File: config.mk
export PLATFORM = sky130hd
export DESIGN_NAME = mem_unit
export DESIGN_NICKNAME = d
export VERILOG_FILES = /design/src/rtl/wisc_pkg.sv /design/src/rtl/mem_unit.sv
export SDC_FILE = /design/constraint.sdc
export NUM_CORES = 1
export LEC_CHECK = 0
export CAP_MARGIN = 20
export CORE_MARGIN = 4
export CORE_UTILIZATION = 42
export CTS_BUF_LIST = sky130_fd_sc_hd__clkbuf_4 sky130_fd_sc_hd__clkbuf_8
export DETAILED_ROUTE_END_ITERATION = 7
export PLACE_DENSITY_LB_ADDON = 0.25
export SLEW_MARGIN = 0
export SYNTH_ARGS = -nofsm -noshare
export SYNTH_HDL_FRONTEND = slang
export SYNTH_SLANG_ARGS = --single-unit
File: constraint.sdc
create_clock -name clk -period 3.7 [get_ports clk]
set_clock_uncertainty 0.2 [all_clocks]
set_input_delay 0.74 -clock clk [delete_from_list [all_inputs] [get_ports clk]]
set_output_delay 0.74 -clock clk [all_outputs]
set_load 0.005 [all_outputs]
File: src/rtl/wisc_pkg.sv
// Shared types and constants for the WISC pipeline memory stage.
package wisc_pkg;

    localparam int DATA_W_DEFAULT = 16;

    // Stack pointer register number (R15)
    localparam logic [3:0] SP_REG = 4'hF;

    typedef enum logic {
        IDLE,
        WAIT
    } mem_state_t;

endpackage

File: src/rtl/mem_unit.sv
// Memory stage of the 16-bit WISC pipeline: loads/stores over a handshaked
// data memory, call push / ret pop on R15, registered write-back payload.
module mem_unit
    import wisc_pkg::*;
#(
    parameter int DATA_W  = DATA_W_DEFAULT,
    parameter int TIMEOUT = 15
) (
    input  logic              clk,
    input  logic              rst,
    input  logic              ex_valid,
    input  logic              RegWrite_in,
    input  logic              mem_to_reg_in,
    input  logic              reg_to_mem_in,
    input  logic              call_in,
    input  logic              ret_future_in,
    input  logic [3:0]        reg_rd_in,
    input  logic [DATA_W-1:0] alu_result,
    input  logic [DATA_W-1:0] sw_data,
    output logic [DATA_W-1:0] dmem_addr,
    output logic [DATA_W-1:0] dmem_wdata,
    output logic              dmem_re,
    output logic              dmem_we,
    input  logic [DATA_W-1:0] dmem_rdata,
    input  logic              dmem_ready,
    output logic              mem_stall,
    output logic              wb_valid,
    output logic              RegWrite_out,
    output logic [3:0]        reg_rd_out,
    output logic [DATA_W-1:0] wb_data,
    output logic              ret_wb,
    output logic [DATA_W-1:0] PC_stack_pointer,
    output logic              mem_err
);

    localparam int CNT_W = (TIMEOUT > 1) ? $clog2(TIMEOUT) : 1;
    localparam logic [CNT_W-1:0] CNT_LAST = CNT_W'(TIMEOUT - 1);

    mem_state_t       state;
    logic [CNT_W-1:0] wait_cnt;

    // Attributes of the outstanding memory op, latched on acceptance
    logic             op_store;
    logic             op_call;
    logic             op_ret;
    logic             op_regwrite;
    logic [3:0]       op_rd;

    logic             memop;
    logic             abort;

    // Decode the incoming op and detect the wait-limit expiry
    always_comb begin
        memop = ex_valid & (mem_to_reg_in | reg_to_mem_in);
        abort = (state == WAIT) & ~dmem_ready & (wait_cnt == CNT_LAST);
    end

    // Upstream holds while a memory op is being accepted or is still pending
    always_comb begin
        mem_stall = ((state == IDLE) & memop) |
                    ((state == WAIT) & ~dmem_ready & ~abort);
    end

    // Access FSM, memory request registers and write-back payload
    always_ff @(posedge clk or posedge rst) begin
        if (rst) begin
            state            <= IDLE;
            wait_cnt         <= '0;
            op_store         <= 1'b0;
            op_call          <= 1'b0;
            op_ret           <= 1'b0;
            op_regwrite      <= 1'b0;
            op_rd            <= '0;
            dmem_addr        <= '0;
            dmem_wdata       <= '0;
            dmem_re          <= 1'b0;
            dmem_we          <= 1'b0;
            wb_valid         <= 1'b0;
            RegWrite_out     <= 1'b0;
            reg_rd_out       <= '0;
            wb_data          <= '0;
            ret_wb           <= 1'b0;
            PC_stack_pointer <= '0;
            mem_err          <= 1'b0;
        end else begin
            wb_valid <= 1'b0;
            ret_wb   <= 1'b0;
            mem_err  <= 1'b0;
            case (state)
                IDLE: begin
                    if (memop) begin
                        // A set store flag overrides a simultaneous load flag,
                        // so call only qualifies stores and ret only loads.
                        state       <= WAIT;
                        wait_cnt    <= '0;
                        dmem_addr   <= alu_result;
                        dmem_wdata  <= sw_data;
                        dmem_we     <= reg_to_mem_in;
                        dmem_re     <= ~reg_to_mem_in;
                        op_store    <= reg_to_mem_in;
                        op_call     <= reg_to_mem_in & call_in;
                        op_ret      <= ~reg_to_mem_in & ret_future_in;
                        op_regwrite <= RegWrite_in;
                        op_rd       <= reg_rd_in;
                    end else if (ex_valid) begin
                        wb_valid     <= 1'b1;
                        wb_data      <= alu_result;
                        RegWrite_out <= RegWrite_in;
                        reg_rd_out   <= reg_rd_in;
                    end
                end
                WAIT: begin
                    if (dmem_ready) begin
                        state    <= IDLE;
                        dmem_re  <= 1'b0;
                        dmem_we  <= 1'b0;
                        wb_valid <= 1'b1;
                        if (op_call) begin
                            wb_data      <= dmem_addr;
                            reg_rd_out   <= SP_REG;
                            RegWrite_out <= 1'b1;
                        end else if (op_ret) begin
                            PC_stack_pointer <= dmem_rdata;
                            ret_wb           <= 1'b1;
                            wb_data          <= dmem_addr + DATA_W'(1);
                            reg_rd_out       <= SP_REG;
                            RegWrite_out     <= 1'b1;
                        end else if (op_store) begin
                            wb_data      <= dmem_addr;
                            reg_rd_out   <= op_rd;
                            RegWrite_out <= op_regwrite;
                        end else begin
                            wb_data      <= dmem_rdata;
                            reg_rd_out   <= op_rd;
                            RegWrite_out <= op_regwrite;
                        end
                    end else if (abort) begin
                        state        <= IDLE;
                        dmem_re      <= 1'b0;
                        dmem_we      <= 1'b0;
                        wb_valid     <= 1'b1;
                        mem_err      <= 1'b1;
                        RegWrite_out <= 1'b0;
                        reg_rd_out   <= op_rd;
                        wb_data      <= dmem_addr;
                    end else begin
                        wait_cnt <= wait_cnt + CNT_W'(1);
                    end
                end
                default: state <= IDLE;
            endcase
        end
    end

endmodule

==> Word level (Yosys, flattened, before mapping) <==
Index checks and enable logic that the tools add are counted.
{ "word_totals": {"word_cells": 92, "inputBits": 61, "output_inout_bits": 75, "reg_bits": 87} }
{ "op_classes": {"mux": 46, "n_reduce_logical": 5, "bitwise_logic": 14, "addsub": 2, "eq_ne": 7} }
{ "ops": {"columns": ["operator", "count"], "rows": [
  ["16-bit 2-to-1 mux", 7],
  ["4-bit 2-to-1 mux", 9],
  ["16-bit one-hot mux with 2 select lines", 1],
  ["1-bit 2-to-1 mux", 22],
  ["16-bit by 1-bit adder with 16-bit output, second input constant", 1],
  ["4-bit one-hot mux with 2 select lines", 2],
  ["2-bit inequality test, second input constant", 5],
  ["1-bit one-hot mux with 2 select lines", 5],
  ["1-bit bitwise AND", 7],
  ["3-bit AND reduction", 2],
  ["1-bit inverter", 5],
  ["4-bit by 1-bit adder with 4-bit output, second input constant", 1],
  ["4-bit == test, second input constant", 1],
  ["2-bit AND reduction", 2],
  ["4-bit AND reduction", 1],
  ["3-bit by 2-bit inequality test with 1-bit output, second input constant", 1],
  ["1-bit bitwise OR", 2]
]} }

==> Logic depth before layout (Yosys ltp) <==
Gate-level depths: netlist of run 1.
{ "depth": {"depth_word": 6, "ltp_mapped": 9, "depth_no_buf": 8} }

==> Worst setup path after synthesis of run 1 <==
Ideal clock, no wire load.
{ "synth_timing": {"path_type": "input to output", "startpoint": "in ex_valid", "endpoint": "out mem_stall", "stages": 5, "required_ns": 2.760, "n_path_buf": 2, "path_slack_ns": 1.201, "t_arrival_ns": 1.559, "path_cell_list": "inv_1 -> or3_1 -> clkbuf_1 -> clkbuf_1 -> nand2_1"} }
{ "synth_between": {"elab_chain_cells": 3} }
{ "synth_rtl": {"columns": ["element", "line", "rtl"], "rows": [
  ["start, declared", "mem_unit.sv:11", "input logic ex_valid,"],
  ["1-bit bitwise AND", "mem_unit.sv:54", "memop = ex_valid & (mem_to_reg_in | reg_to_mem_in);"],
  ["1-bit bitwise AND", "mem_unit.sv:60", "mem_stall = ((state == IDLE) & memop) |"],
  ["1-bit bitwise OR", "mem_unit.sv:60", null],
  ["end, declared", "mem_unit.sv:26", "output logic mem_stall,"]
]} }
No other way between the ends.

==> Worst setup path in the final report of run 1 <==
{ "layout_timing": {"startpoint": "in reg_to_mem_in", "endpoint": "out mem_stall"} }
{ "layout_between": {"elab_chain_cells": 4} }
{ "layout_rtl": {"columns": ["element", "line", "rtl"], "rows": [
  ["start, declared", "mem_unit.sv:14", "input logic reg_to_mem_in,"],
  ["1-bit bitwise OR", "mem_unit.sv:54", null],
  ["1-bit bitwise AND", "mem_unit.sv:54", null],
  ["1-bit bitwise AND", "mem_unit.sv:60", null],
  ["1-bit bitwise OR", "mem_unit.sv:60", null]
]} }
No other way between the ends.

==> results of run 1 <==
==> area by class of cell <==
class	instances	area (sq um)	area share, %
Multi-Input combinational cell	344	1900	32.0
Clock inverter	4	72.6	1.22
Sequential cell	87	2180	36.7
Clock buffer	10	131	2.22
Inverter	11	42.5	0.718
Timing Repair Buffer	145	1440	24.3
Tap cell	133	166	2.81
==> Yosys cell counts (2+ instances only) <==
cell type	number
o21ai_1	4
clkbuf_1	14
nor2_1	23
o22a_1	3
o21ai_0	25
nand3_1	10
nor4b_1	2
dfrtp_1	87
nor3_1	7
nand2_1	146
o221ai_1	5
nand3b_1	4
nand4_1	4
nor2b_1	4
xnor2_1	5
xor2_1	3
a31oi_1	8
o22ai_1	10
a221o_1	2
ha_1	3
mux2_2	15
a22oi_1	2
o211ai_1	3
nand2b_1	9
nor4_2	2
nor4_1	4
a21oi_1	15
buf_2	13
o311ai_0	2
o31ai_1	4
inv_1	10
mux2i_1	4
==> metal layers <==
layer  global-route usage, %  share of wire (%)
met5                       0                  0
met4                    8.39                2.5
met3                    6.15                8.8
met2                    34.0                 47
met1                    27.2                 42
==> layout by cell type (no fill, tap or decap), drive strengths merged, types with 6 or more instances in the layout <==
master / instances
nand2b: 9
buf: 10
clkdlybuf4s50: 135
o22ai: 10
dfrtp: 87
nor3: 7
o21ai: 30
inv: 10
a31oi: 8
nor2: 23
nor4: 6
nand3: 11
a21oi: 15
mux2: 15
nand2: 146
clkbuf: 10
nand4: 6
==> flip-flops by register name, indices dropped and copies added, names as in the netlist, 4 cells and up <==
register	flops
wb_data	16
dmem_addr	16
dmem_wdata	16
op_rd	4
PC_stack_pointer	16
reg_rd_out	4
wait_cnt	4
==> worst min-delay path, cell delays in order, from the launching register on <==
cell and delay (ns):
dfrtp_1 0.35, nand2_1 0.05, nand2_1 0.05
==> final timing paths <==
check	from	end	slack (ns)
max	reg_to_mem_in	mem_stall	0.38
min	op_rd[0]	op_rd[0]	0.28
max reg2reg	op_ret	wb_data[12]	1.36
min reg2reg	op_rd[0]	op_rd[0]	0.28
max in group asynchronous	rst	dmem_addr[6]	2.01
min in group asynchronous	rst	dmem_we	0.60
==> through the flow <==
step	utilization [%]	std cells
3_5_place_dp	58.3	720
5_1_grt	60.3	734
4_1_cts	60.3	734
6_report	60.3	734
3_3_place_gp	58.3	720
2_1_floorplan	-	472
==> power groups by stage <==
stage               Clock, mW  Combinational [mW]  Sequential [mW]
global route            0.764                1.34             1.53
finish                  0.707                1.22             1.48
floorplan                   0               0.527             1.45
detailed placement          0                1.23             1.50
global placement            0                1.21             1.48
CTS                     0.723                1.24             1.48
==> logic make-up (layout without fill, tap and decap cells) <==
| family | count (synthesis) | count (layout) |
|---|---|---|
| AND/OR/NAND/NOR | 225 | 225 |
| AO/OA/AOI/OAI | 89 | 89 |
| flip-flops | 87 | 87 |
| buffers and inverters | 41 | 170 |
| multiplexers | 19 | 19 |
| XOR/XNOR | 8 | 8 |
| adder cells (fa/ha/maj) | 3 | 3 |
==> flow_summary_export.csv, run 1 <==
group,metric,value,unit
cells_and_area,drive_gt1_share,7.99,%
route,drc,0,
route,vias_per_cell,5.28,
yosys,yosysSeqAreaShare,51.2,%
clocking,cts-resized-gates,0,
pwr,p_leak,2.56,nW
route,ant_nets,0,
timing,finalSetupViolCount,0,
pwr,p_sw_share,31.1,%
yosys,synth_top_family_by_area,"simple AND/OR/NAND/NOR gates",
yosys,yosysTopAreaCell,"dfrtp_1",
die,fp.dieH,109,um
yosys,synth.area.mux_share,4.92,%
timing,finalCriticalPeriod,3.32,ns
clocking,cts_buffers,9,
yosys,synthXorXnorAreaFrac,1.65,%
pwr,power_frac_comb,35.7,%
yosys,synth.area.top_cells,"dfrtp_1, nand2_1, mux2_2, o21ai_0, nor2_1",
cells_and_area,antennaDiodeCount,0,
route,drt-total-wl,12000,um
timing,max_slew_margin,51.2,%
timing,fmax,301,MHz
pwr,pwr-share-seq,43.5,%
cells_and_area,final_area,5930,sq um
hold_path,hp-class,"reg2reg",
yosys,netlist_area,4250,sq um
timing,rsz0062_at_grt,"no",
pwr,max-vdd-ir-drop,0.000242,V
die,ioPinCount,136,
timing,finalHoldViolations,0,
yosys,syn_nets,536,
critical_path,crit_top_cell,"clkdlybuf4s50_1",
yosys,async_flop_share,100,%
pwr,clkPwrFrac,20.8,%
yosys,synth_compound_area_share,13.2,%
route,drtPass1Iterations,5,
die,dieArea,11800,sq um
timing,tightestPinTransition,0.732,ns
critical_path,path_cells,"clkdlybuf4s50_1 > nor2_1 > or3_1 > nand2_1 > clkdlybuf4s50_1",
critical_path,cp-start-kind,"input pin",
route,vias,3872,
route,drt_iter0_drc,191,
critical_path,cp.depth,5,
place,post-dp-hpwl,8740,um
die,start_util,43.3,%
yosys,synth-simple-area-share,23.9,%
clocking,path_clk_slew,0.08,ns
route,routedWlPerCell,16.4,um
grt,grt_pass1_vias,3874,
grt,track_usage,21.3,%
yosys,synth_fa_ha_area_share,0.883,%
clocking,post_cts_buffers,0,
critical_path,slowest_delay,0.59,ns
cells_and_area,area_growth,39.4,%
yosys,synth_edf_count,0,
die,die_w,109,um
yosys,syn_avg_cell_area,9.00,sq um
critical_path,worst-path-buf-inv,2,
run_status,status,"finished, final reports clean",
clocking,clock_tree.buffer_depth,2,
hold_path,holdPathStages,2,
critical_path,worst_r2r_path_depth,4,
place,preCtsSetupSlack,0.378,ns
yosys,yosysWarnings,0,
die,num_rows,36,
clocking,clock_latency,0.35,ns
pwr,power_switching,1.06,mW
yosys,ys.flop_type,"dfrtp_1",
critical_path,slowest_stage,"clkdlybuf4s50_1",
pwr,p_total,3.41,mW
place,place_congestion,0.904,
timing,setup_slack,0.377,ns
job,maxCapViolations,0,
grt,overflow,0,
critical_path,cp-end-kind,"output port",
yosys,synth_top_area_share,51.2,%
clocking,htree_num_levels,3,
clocking,cts_root_buf,"clkbuf_8",
timing,drv_slew,0,
die,coreArea,9820,sq um
place,placed_cell_area,5720,sq um
critical_path,required,2.76,ns
clocking,cts.sinks,87,
pwr,p_int,2.35,mW
grt,antenna_found_initial,0,
grt,grt_max_degree,47,
clocking,hold_buffers,0,
pwr,power.density,575,nW/um^2
cells_and_area,filler_cell_count,908,
yosys,ys_ff_latch,87,
timing,tns,0,ns
place,port_buffers,135,
clocking,cts_tree,"yes",
critical_path,cp_max_fo,7,
yosys,synth_cell_types,52,
grt,grt_pass1_wl,19500,um
timing,finalCritPeriodShare,89.8,%
yosys,synthCells,472,
critical_path,arrival,2.38,ns
timing,hold-worst-slack,0.281,ns
critical_path,crit_type,"in2out",
cells_and_area,nNetsFinal,662,
critical_path,cp_top_family,"buffers and inverters",
No activity file was read; power rests on OpenSTA's default activity.
==> inputs of run 2 (changes only) <==
CAP_MARGIN = 40   (was 20)
==> results of run 2 <==
No change in the layout: final DEF, timing and power equal those of run 1.
